--- src/rtl/reg_file_pkg.sv ---
// reg_file_pkg: shared defaults and word/address types for the register file
// with busy scoreboard. The typedefs describe the default geometry
// (32-bit words, 16 registers). Parameterised modules size their own vectors
// from their parameters.
package reg_file_pkg;
   localparam int DEF_DATA_W   = 32;
   localparam int DEF_NUM_REGS = 16;
   localparam int DEF_ADDR_W   = $clog2(DEF_NUM_REGS);
   localparam int WR_CNT_W     = 16;

   typedef logic [DEF_ADDR_W-1:0] reg_addr_t;
   typedef logic [DEF_DATA_W-1:0] reg_word_t;
endpackage

--- src/rtl/reg_file_rd_port.sv ---
// reg_file_rd_port: one combinational read port of the register file.
// It selects a word and its busy bit, with optional same-cycle write forwarding.
// Build option: REG_FILE_SB_BYPASS_EN enables forwarding of the in-flight write.
// Ports:
//   regs, busy     : storage and scoreboard from the top
//   ra             : read address
//   byp_vld        : a write commits on the coming edge (reset already excluded)
//   wa, wd         : write address / data
//   sb_set, sb_addr: qualified busy-set request for the coming edge
//   rd, bsy        : read data and busy flag
module reg_file_rd_port #(
   parameter int DATA_W   = 32,
   parameter int NUM_REGS = 16,
   parameter int ADDR_W   = $clog2(NUM_REGS)
) (
   input  logic [NUM_REGS-1:0][DATA_W-1:0] regs,
   input  logic [NUM_REGS-1:0]             busy,
   input  logic [ADDR_W-1:0]               ra,
   input  logic                            byp_vld,
   input  logic [ADDR_W-1:0]               wa,
   input  logic [DATA_W-1:0]               wd,
   input  logic                            sb_set,
   input  logic [ADDR_W-1:0]               sb_addr,
   output logic [DATA_W-1:0]               rd,
   output logic                            bsy
);
`ifdef REG_FILE_SB_BYPASS_EN
   logic hit;
   assign hit = byp_vld && (wa == ra);
   assign rd  = hit ? wd : regs[ra];
   // A forwarded register has its producer retiring now. It shows busy only
   // when a new producer claims it on the same edge.
   assign bsy = hit ? (sb_set && (sb_addr == ra)) : busy[ra];
`else
   logic unused_byp;
   assign unused_byp = ^{byp_vld, wa, wd, sb_set, sb_addr};
   assign rd  = regs[ra];
   assign bsy = busy[ra];
`endif
endmodule

--- src/rtl/reg_file_sb.sv ---
// reg_file_sb: NUM_REGS x DATA_W register file. It has two combinational read
// ports, one clocked write port, a per-register busy scoreboard and a
// committed-write counter.
// Build option: REG_FILE_SB_BYPASS_EN forwards the in-flight write to reads.
// Ports:
//   Clk, Clr        : clock (rising), async active-low reset
//   LE, WA, WD      : writeback write enable / address / data; also clears busy[WA]
//   RA0/RA1         : read addresses; RD0/RD1 data; BUSY0/BUSY1 busy flags
//   SB_SET, SB_ADDR : issue marks SB_ADDR busy
//   WR_CNT          : committed write count, wraps silently
module reg_file_sb
   import reg_file_pkg::*;
#(
   parameter int DATA_W   = DEF_DATA_W,
   parameter int NUM_REGS = DEF_NUM_REGS,
   parameter int ADDR_W   = $clog2(NUM_REGS),
   parameter int ZERO_R0  = 1
) (
   input  logic                Clk,
   input  logic                Clr,
   input  logic                LE,
   input  logic [ADDR_W-1:0]   WA,
   input  logic [DATA_W-1:0]   WD,
   input  logic [ADDR_W-1:0]   RA0,
   input  logic [ADDR_W-1:0]   RA1,
   output logic [DATA_W-1:0]   RD0,
   output logic [DATA_W-1:0]   RD1,
   output logic                BUSY0,
   output logic                BUSY1,
   input  logic                SB_SET,
   input  logic [ADDR_W-1:0]   SB_ADDR,
   output logic [WR_CNT_W-1:0] WR_CNT
);
   logic [NUM_REGS-1:0][DATA_W-1:0] regs;
   logic [NUM_REGS-1:0]             busy, busy_nxt;
   logic [WR_CNT_W-1:0]             wr_cnt;
   logic                            wr_commit, set_ok, byp_vld;
   logic [1:0][ADDR_W-1:0]          ra;
   logic [1:0][DATA_W-1:0]          rd;
   logic [1:0]                      bsy;

   // R0 is never written and never marked busy. It therefore stays at its
   // reset value of 0, so the read path needs no special case.
   assign wr_commit = LE && !((ZERO_R0 != 0) && (WA == '0));
   assign set_ok    = SB_SET && !((ZERO_R0 != 0) && (SB_ADDR == '0));

   // Set is applied after clear so a new producer wins over a retiring one.
   always_comb begin
      busy_nxt = busy;
      if (wr_commit) busy_nxt[WA] = 1'b0;
      if (set_ok)    busy_nxt[SB_ADDR] = 1'b1;
   end

   always_ff @(posedge Clk or negedge Clr) begin
      if (!Clr) begin
         regs   <= '0;
         busy   <= '0;
         wr_cnt <= '0;
      end else begin
         busy <= busy_nxt;
         if (wr_commit) begin
            regs[WA] <= WD;
            wr_cnt   <= wr_cnt + 1'b1;
         end
      end
   end

   // Forwarding is gated by Clr so that reset forces every output to 0.
   assign byp_vld = Clr && wr_commit;
   assign ra      = {RA1, RA0};

   for (genvar p = 0; p < 2; p++) begin : g_rd
      reg_file_rd_port #(
         .DATA_W  (DATA_W),
         .NUM_REGS(NUM_REGS),
         .ADDR_W  (ADDR_W)
      ) u_rd (
         .regs   (regs),
         .busy   (busy),
         .ra     (ra[p]),
         .byp_vld(byp_vld),
         .wa     (WA),
         .wd     (WD),
         .sb_set (set_ok),
         .sb_addr(SB_ADDR),
         .rd     (rd[p]),
         .bsy    (bsy[p])
      );
   end

   assign RD0    = rd[0];
   assign RD1    = rd[1];
   assign BUSY0  = bsy[0];
   assign BUSY1  = bsy[1];
   assign WR_CNT = wr_cnt;
endmodule
--- config.mk ---
export PLATFORM = sky130hd
export DESIGN_NAME = reg_file_sb
export DESIGN_NICKNAME = d
export VERILOG_FILES = /design/src/rtl/reg_file_pkg.sv /design/src/rtl/reg_file_rd_port.sv /design/src/rtl/reg_file_sb.sv
export SDC_FILE = /design/constraint.sdc
export NUM_CORES = 1
export LEC_CHECK = 0
export CORE_MARGIN = 2
export CORE_UTILIZATION = 35
export DETAILED_ROUTE_END_ITERATION = 10
export GPL_ROUTABILITY_DRIVEN = 0
export GPL_TIMING_DRIVEN = 1
export PLACE_DENSITY_LB_ADDON = 0.2
export RECOVER_POWER = 100
export SETUP_SLACK_MARGIN = 0.2
export SLEW_MARGIN = 10
export SYNTH_ARGS = -nofsm -noshare
export SYNTH_HDL_FRONTEND = slang
export SYNTH_HIERARCHICAL = 1
export SYNTH_SLANG_ARGS = --single-unit
export TNS_END_PERCENT = 30
--- constraint.sdc ---
create_clock -name Clk -period 2.6 [get_ports Clk]
set_clock_uncertainty 0.2 [all_clocks]
set_input_delay 0.52 -clock Clk [delete_from_list [all_inputs] [get_ports Clk]]
set_output_delay 0.52 -clock Clk [all_outputs]
set_load 0.02 [all_outputs]
Word level (Yosys, flattened, before mapping)
Cells that the tools add are included.
{ "totals": {"out_inout_bits": 82, "input_bits": 52, "word_cells": 53, "ff_bits": 544} }
{ "op_classes": {"n_mux": 17, "add_sub_neg": 1, "n_bitwise": 3, "n_lt_le_gt_ge": 6, "n_reduce_logical": 8} }
{ "ops": {"columns": ["op", "n"], "rows": [
  ["$bwmux 512", 1],
  ["$bmux 32 s4", 2],
  ["$demux 32 s4", 1],
  ["$mux 32", 3],
  ["$mux 16", 2],
  ["$lt 4x5->1 const B", 4],
  ["$add 16x1->16 const B", 1],
  ["$and 16x16->16", 1],
  ["$not 16->16", 1],
  ["$or 16x16->16", 1],
  ["$bmux 1 s4", 2],
  ["$demux 1 s4", 2],
  ["$ge 4x1->1 const B", 2],
  ["$logic_not 4->1", 2],
  ["$logic_and 1x1->1", 4],
  ["$mux 1", 4],
  ["$logic_not 1->1", 2]
]} }

Logic depth before layout (Yosys ltp)
Gate-level depths: netlist of the first run.
{ "depth": {"depth_word": 9, "depth_mapped": 7, "depth_no_buf": 5} }

Modules after synthesis
Netlist of the first run, hierarchy kept.
{ "modules_own_cells": {"columns": ["module", "cells_per_inst", "n_inst", "area_each_um2"], "rows": [
  ["reg_file_sb", 1255, 1, 20258.2],
  ["reg_file_rd_port", 280, 2, 4003.8]
]} }

Worst setup path after synthesis of the first run
OpenSTA, ideal clock, no wires.
{ "synth_path": {"kind": "in2out", "from": "input RA0[1]", "to": "output RD0[10]", "arrival_time_ns": 1.779, "path_buffers": 3, "setup_slack_ns": 0.101, "required_time_ns": 1.880, "stages": 6, "path_cell_list": "buf_2 -> buf_2 -> clkbuf_1 -> mux4_2 -> a22oi_1 -> nand2_1"} }
{ "synth_between": {"elab_chain_cells": 2} }
{ "synth_lines": {"columns": ["item", "line", "source"], "rows": [
  ["start, declared", "reg_file_sb.sv:24", "input logic [ADDR_W-1:0] RA0,"],
  ["$bmux 32 s4", "reg_file_rd_port.sv:37", "assign rd = regs[ra];"],
  ["$mux 32 (implied by the code)", "reg_file_rd_port.sv:37", null],
  ["end, declared", "reg_file_sb.sv:26", "output logic [DATA_W-1:0] RD0,"]
]} }
No other way between the ends. The select of a mux whose other input is x is not followed.

Worst setup path in the final report of the first run
{ "layout_path": {"from": "register regs[383] (netlist name)", "to": "output RD0[31]"} }
{ "layout_between": {"elab_chain_cells": 2} }
{ "layout_lines": {"columns": ["item", "line", "source"], "rows": [
  ["start, declared", "reg_file_sb.sv:34", "logic [NUM_REGS-1:0][DATA_W-1:0] regs;"],
  ["start signal, assigned", "reg_file_sb.sv:56", "regs <= '0;"],
  ["start signal, assigned by index", "reg_file_sb.sv:62", "regs[WA] <= WD;"],
  ["$bmux 32 s4", "reg_file_rd_port.sv:37", null],
  ["$mux 32 (implied by the code)", "reg_file_rd_port.sv:37", null]
]} }
No other way between the ends. The select of a mux whose other input is x is not followed.

==> results by group, run 1 <==
Status
  – Status: finished with violations
  – Failing checks: negative setup slack

Worst setup path
  – Critical-path top delay cell: mux4_2
  – Worst EP arrival: 2.16 ns
  – Crit path max fanout: 3
  – Critical path endpoint category: output port
  – Crit path max-delay family: multiplexers
  – WS Path Type: reg -> out
  – CP bufs+invs: 1
  – CP peak stage delay: a little under 0.5 ns
  – CP required: around 1.9 ns
  – Worst Setup Start Kind: register
  – CP cell instances: mux4_2 -> a22oi_2 -> nand2_2 -> buf_6

Detailed routing
  – Vias per cell: approximately 5.6
  – DRC viols: 0
  – Pre-antenna DRT Iters: 5
  – Initial DRC Count: between 1,000 and 1,500
  – Post-route ant nets: 0
  – Drt wl/cell: approximately 27 µm
  – Vias: 17,664
  – Total wire length: 85,910 µm

Clocking
  – CTS H-tree lvls: 2
  – Bufs on Longest Clock Path: 3
  – Clk_lat worst skew: roughly 0.62 ns
  – Clock buffer count from CTS: 60
  – TritonCTS clock tree: done
  – Clock Tree Root: clkbuf_16
  – Clock Pin Slew Worst Setup and Hold Paths: 0.06 ns
  – Clock sinks: ~540

Synth
  – Syn_nets: 1,866
  – Post-synthesis area per instance: 15.58 µm²
  – Post-Synthesis Cells: around 1,800
  – Yosys warning count: 6
  – Cell area after synthesis: 28,250 µm²

Layout
  – Area growth syn-to-layout: 23.17%
  – Most frequent cells in the layout: 544 x dfrtp_1, 474 x mux2_2, 249 x mux4_2
  – Fin cells: 3,127
  – Fillers: 7,245
  – Multi-input gate area: 14,150 µm²
  – Nets: 2,068
  – Fin area: 34,790 µm²
  – Flip-flop and latch area: 13,610 µm²
  – Commonest non-fill, non-tap cell in the layout: dfrtp_1
  – Share of cells above drive strength 1: 61.94%

Place
  – Place WS: -0.7517 ns
  – Port bufs: 133
  – DP Cell Count: 2,989
  – Post-DP Area: between 30,000 and 40,000 µm²
  – Dpl hpwl: around 55,000 µm

Power and ir drop
  – Combinational power share: 25.5%
  – Internal: 19.43 mW
  – Clock power share: 31.7%
  – Power per cell area: 784.5 nW/µm²
  – Switch Pwr: around 7.9 mW
  – Worst vdd ir: between 0.0005 and 0.0006 V
  – Pleak: 14.37 nW
  – Switch share: 28.81%
  – Power share of the sequential group: 42.9%

Timing
  – Relative slew slack: between 20% and 30%
  – Setup-failing EPs final: 91
  – Tcrit/Tclk final: 110.8%
  – RSZ-0062 raised after global routing: yes
  – Slack of the critical path: -0.2802 ns
  – Worst-Margin Slew: 1.109 ns
  – Achievable frequency: 0.3472 GHz
  – Fin. Hold Viols: 0
  – Post-layout minimum cycle time: between 2 and 3 ns
  – Slew Limit Fails: 0

Global route
  – Gr ovfl total: 0
  – Largest net degree at the start of global routing: 62
  – Gr usage total: 21.16%
  – Initial antenna violation count: 6
  – Global-route wire length before repair: approximately 130,000 µm
  – Vias in the first global route: 19,320

Min path
  – Worst hold path type: reg -> reg

Die
  – Chip height: 288.1 µm
  – Full die area: 83,000 µm²
  – # IOs: 134
  – FP Rows: 104
  – Die width: 288.1 µm
  – CORE AREA: 80,160 µm²
  – Initial Utilization: around a third

Flow run
  – Max_cap viols: 0
-- metal layers --
| layer | up-vias | track usage, % | wire [µm] |
|---|---|---|---|
| met3 | 133 | 4.350 | 5087 |
| met4 | 4 | 5.699 | 2138 |
| li1 | 7436 | - | - |
| met5 | - | 0 | 30 |
| met1 | 9613 | 29.00 | 37510 |
| met2 | 478 | 34.23 | 41130 |
-- metrics by stage --
| stage | power, mW | setup TNS, ns | hold slack (ns) | util, % |
|---|---|---|---|---|
| floorplan | 15.99 | 0 | 0.02441 | - |
| global placement | 18.26 | -41.98 | 0.1771 | 40.66 |
| detailed placement | 18.56 | -44.04 | 0.1836 | 40.66 |
| CTS | 27.55 | -8.988 | 0.1971 | 44.06 |
| global route | 28.62 | -19.37 | 0.2072 | 43.40 |
| finish | 27.29 | -6.365 | 0.1948 | 43.41 |
-- what timing repair did --
action,4_1_cts,5_1_grt
hold buffers,1,0
gates resized for setup,474,38
setup endpoints to repair,77,68
cloned,7,0
hold endpoints to repair,46,0
pin swaps,98,30
buffers inserted,16,0
-- path summary, 6_finish.rpt --
path	startpoint	endpoint	slack, ns	depth (start not counted)
setup reg to reg	WR_CNT[2]	WR_CNT[13]	0.81	4
hold reg to reg	regs[17]	regs[17]	0.19	0
min in group asynchronous	Clr	regs[220]	0.48	2
max in group asynchronous	Clr	regs[46]	0.21	3
hold / removal	regs[17]	regs[17]	0.19	0
setup / recovery	regs[383]	RD0[31]	-0.28	4
-- final cells by class --
cell class                 instances  area share [%]
antenna                            2         0.01438
timing repair buffer             348           10.59
clock inverter                    14          0.3380
multi-input combinational       1058           40.67
clock buffer                      98           5.419
inverter                           3         0.03236
tap                             1060           3.812
sequential                       544           39.13
-- power by group through the flow --
stage	combinational [mW]	clock, mW	sequential, mW
6_report	6.96	8.64	11.7
5_1_grt	7.44	9.23	11.9
4_1_cts	7.04	8.86	11.7
3_5_place_dp	6.77	0	11.8
3_3_place_gp	6.65	0	11.6
2_1_floorplan	4.62	0	11.4
-- flip-flops by register name (all words and copies together) (netlist names) --
name / flops
regs: 512
WR_CNT: 16
busy: 16
Power figures use the tool's default switching activity.
==> run 2, diff against run 1 <==
--- a/config.mk
+++ b/config.mk
@@ -6,4 +6,5 @@
 export NUM_CORES = 1
 export LEC_CHECK = 0
+export CAP_MARGIN = 20
 export CORE_MARGIN = 2
 export CORE_UTILIZATION = 35
@@ -19,3 +20,3 @@
 export SYNTH_HIERARCHICAL = 1
 export SYNTH_SLANG_ARGS = --single-unit
-export TNS_END_PERCENT = 30
+export TNS_END_PERCENT = 50
==> constraint.sdc (replaced) <==
create_clock -name Clk -period 2.6 [get_ports Clk]
set_clock_uncertainty 0.2 [all_clocks]
set_input_delay 0.52 -clock Clk [delete_from_list [all_inputs] [get_ports Clk]]
set_output_delay 0.52 -clock Clk [all_outputs]
set_load 0.005 [all_outputs]
==> results by group, run 2 (synthesis results as in run 1) <==
Status
  – Status: finished with violations
  – Failing checks: negative setup slack

Detailed routing
  – Post-route ant nets: 0 (unchanged)
  – Total wire length: 87,650 µm (+2.0%)
  – Initial DRC Count: 1,141 (+8.0%)
  – DRC viols: 0 (unchanged)
  – Pre-antenna DRT Iters: 5 (unchanged)
  – Vias: 18,150 (+2.8%)
  – Vias per cell: 5.637 (-0.22%)
  – Drt wl/cell: 27.22 µm (-0.92%)

Worst setup path
  – Worst EP arrival: 2.08 ns (-0.08 ns)
  – R2R Path End: WR_CNT[12]
  – CP Launch Point: RA0[0]
  – CP bufs+invs: 6 (+5)
  – CP cell instances: buf_16 -> buf_12 -> buf_16 -> buf_6 -> buf_6 -> mux4_2 -> a22oi_2 -> nand2_1 -> buf_2
  – Critical-path top delay cell: mux4_2
  – Worst Setup Start Kind: input port
  – Critical path endpoint category: output port
  – Crit path max fanout: 8 (+5)
  – CP required: 1.88 ns (about the same)
  – CP peak stage delay: 0.50 ns (about the same)
  – Reg2Reg Setup Slack: 0.84 ns (+0.03 ns)
  – End of the critical path: RD0[24]
  – CP Depth: 9 (+5)
  – Crit path max-delay family: buffers and inverters
  – Worst reg-to-reg path cell count: 6 (+2)
  – Reg-to-Reg Start: WR_CNT[0]
  – WS Path Type: in -> out

Global route
  – GRT Max-Usage Layer: met2
  – Largest net degree at the start of global routing: 82 (+32%)
  – Grt met3 use: 4.049% (-0.30 points)
  – Gr usage total: 21.57% (+0.42 points)
  – Gr ovfl total: 0 (unchanged)
  – Initial antenna violation count: 4 (-2)
  – Met2 Use GR: 35.75% (+1.5 points)
  – Grt met1 use: 27.81% (-1.2 points)
  – Global-route wire length before repair: 131,700 µm (+1.6%)
  – Vias in the first global route: 19,737 (+2.2%)

Clocking
  – Clock Pin Slew Worst Setup and Hold Paths: 0.06 ns (about the same)
  – Clk_lat worst skew: 0.58 ns (-0.04 ns)
  – Clock sinks: 544 (unchanged)
  – Bufs on Longest Clock Path: 3 (unchanged)
  – TritonCTS clock tree: done
  – Clock Tree Root: clkbuf_16
  – Clock buffer count from CTS: 68 (+13%)
  – CTS H-tree lvls: 3 (+1)

Timing
  – Fin Hold WS: 0.1922 ns (-0.002535 ns)
  – RSZ-0062 raised after global routing: yes
  – Slack of the critical path: -0.1978 ns (+0.08241 ns)
  – Slew Limit Fails: 0 (unchanged)
  – Post-layout minimum cycle time: 2.798 ns (-0.08241 ns)
  – Tcrit/Tclk final: 107.6% (-3.2 points)
  – Setup-failing EPs final: 78 (-14%)
  – Achievable frequency: 0.3574 GHz (+2.9%)
  – Worst-Margin Slew: 1.413 ns (+0.3036 ns)
  – Fin. Hold Viols: 0 (unchanged)
  – Relative slew slack: 5.816% (-20 points)

Layout
  – Fin cells: 3,220 (+3.0%)
  – Area growth syn-to-layout: 27.51%
  – Largest register FFs: 512 (unchanged)
  – Fillers: 7,255 (+0.14%)
  – Final core utilization: 44.94% (+1.5 points)
  – Flip-flop and latch area: 13,610 µm² (unchanged)
  – Most frequent cells in the layout: 544 x dfrtp_1, 474 x mux2_2, 249 x mux4_2
  – Commonest non-fill, non-tap cell in the layout: dfrtp_1
  – Multi-input gate area: 14,010 µm² (-1.0%)
  – Largest Register: regs
  – Nets: 2,162 (+4.5%)
  – Share of cells above drive strength 1: 61.34% (-0.60 points)

Die
  – FP Rows: 104 (unchanged)
  – CORE AREA: 80,160 µm² (unchanged)
  – Full die area: 83,000 µm² (unchanged)
  – Die width: 288.1 µm (unchanged)
  – Chip height: 288.1 µm (unchanged)
  – # IOs: 134 (unchanged)
  – Initial Utilization: 35.24% (unchanged)

Flow run
  – Max_cap viols: 0 (unchanged)

Place
  – DP Cell Count: 2,996 (+0.23%)
  – Dpl hpwl: 53,170 µm (-3.1%)
  – Port bufs: 133 (unchanged)
  – Place WS: -0.5862 ns (+0.1655 ns)

Min path
  – Worst hold path type: reg -> reg

Power and ir drop
  – Worst vdd ir: 0.0003733 V (-28%)
  – Pleak: 15.10 nW (+5.0%)
  – Final Power: 27.73 mW (+1.6%)
  – Power per cell area: 769.9 nW/µm² (-1.9%)
## run 2: cell types whose count changed in the layout (fill, tap and decap cells not counted), sizes merged
cell           delta
buf              +83
dlygate4sd3      +13
dlygate4sd2      -10
clkdlybuf4s15     +4
clkbuf            -2
clkinv            +2
bufbuf            +1
bufinv            +1
clkinvlp          -1
diode             +1
inv               +1
## run 2: how the worst min path moves through the flow
| stage | from | cells after the start | endpoint |
|---|---|---|---|
| 3_5_place_dp | regs[17] | 0 | regs[17] |
| 4_1_cts | regs[17] | 0 | regs[17] |
| 3_3_place_gp | regs[18] | 0 | regs[18] |
| 2_1_floorplan | Clr | 0 | WR_CNT[0] |
| 6_report | regs[17] | 0 | regs[17] |
| 5_1_grt | regs[14] | 0 | regs[14] |
## run 2: timing repair
action,4_1_cts,5_1_grt
gates resized for setup,439,62
pin swaps,133,44
hold buffers,1,0
setup buffers,75,14
endpoints found under the setup margin,66,66
cloned,13,0
endpoints found under the hold margin,41,0
## run 2: metal layers
layer  up-vias  share of wire, %
li1       7615                 -
met1      9891                42
met2       472                49
met3       168               4.9
met4         4               3.7
met5         -             0.032
## run 2: power by group
group	internal, mW	switching, mW
logic	4.15	2.50
clock network	5.63	3.76
registers	10.3	1.36
## run 2: through the flow
stage,setup TNS (ns),instance area [µm²]
6_report,-6.795,36020
5_1_grt,-41.66,36020
4_1_cts,-8.992,36350
3_5_place_dp,-44.48,32390
3_3_place_gp,-43.10,32390
2_1_floorplan,0,28260
## run 2: cell type report
class / count / share of cell area, %
Clock buffer: 101 / 5.662
Tap cell: 1060 / 3.682
Timing Repair Buffer: 434 / 13.44
Clock inverter: 17 / 0.4828
Sequential cell: 544 / 37.79
Multi-Input combinational cell: 1058 / 38.89
Inverter: 3 / 0.03126
Antenna cell: 3 / 0.02084
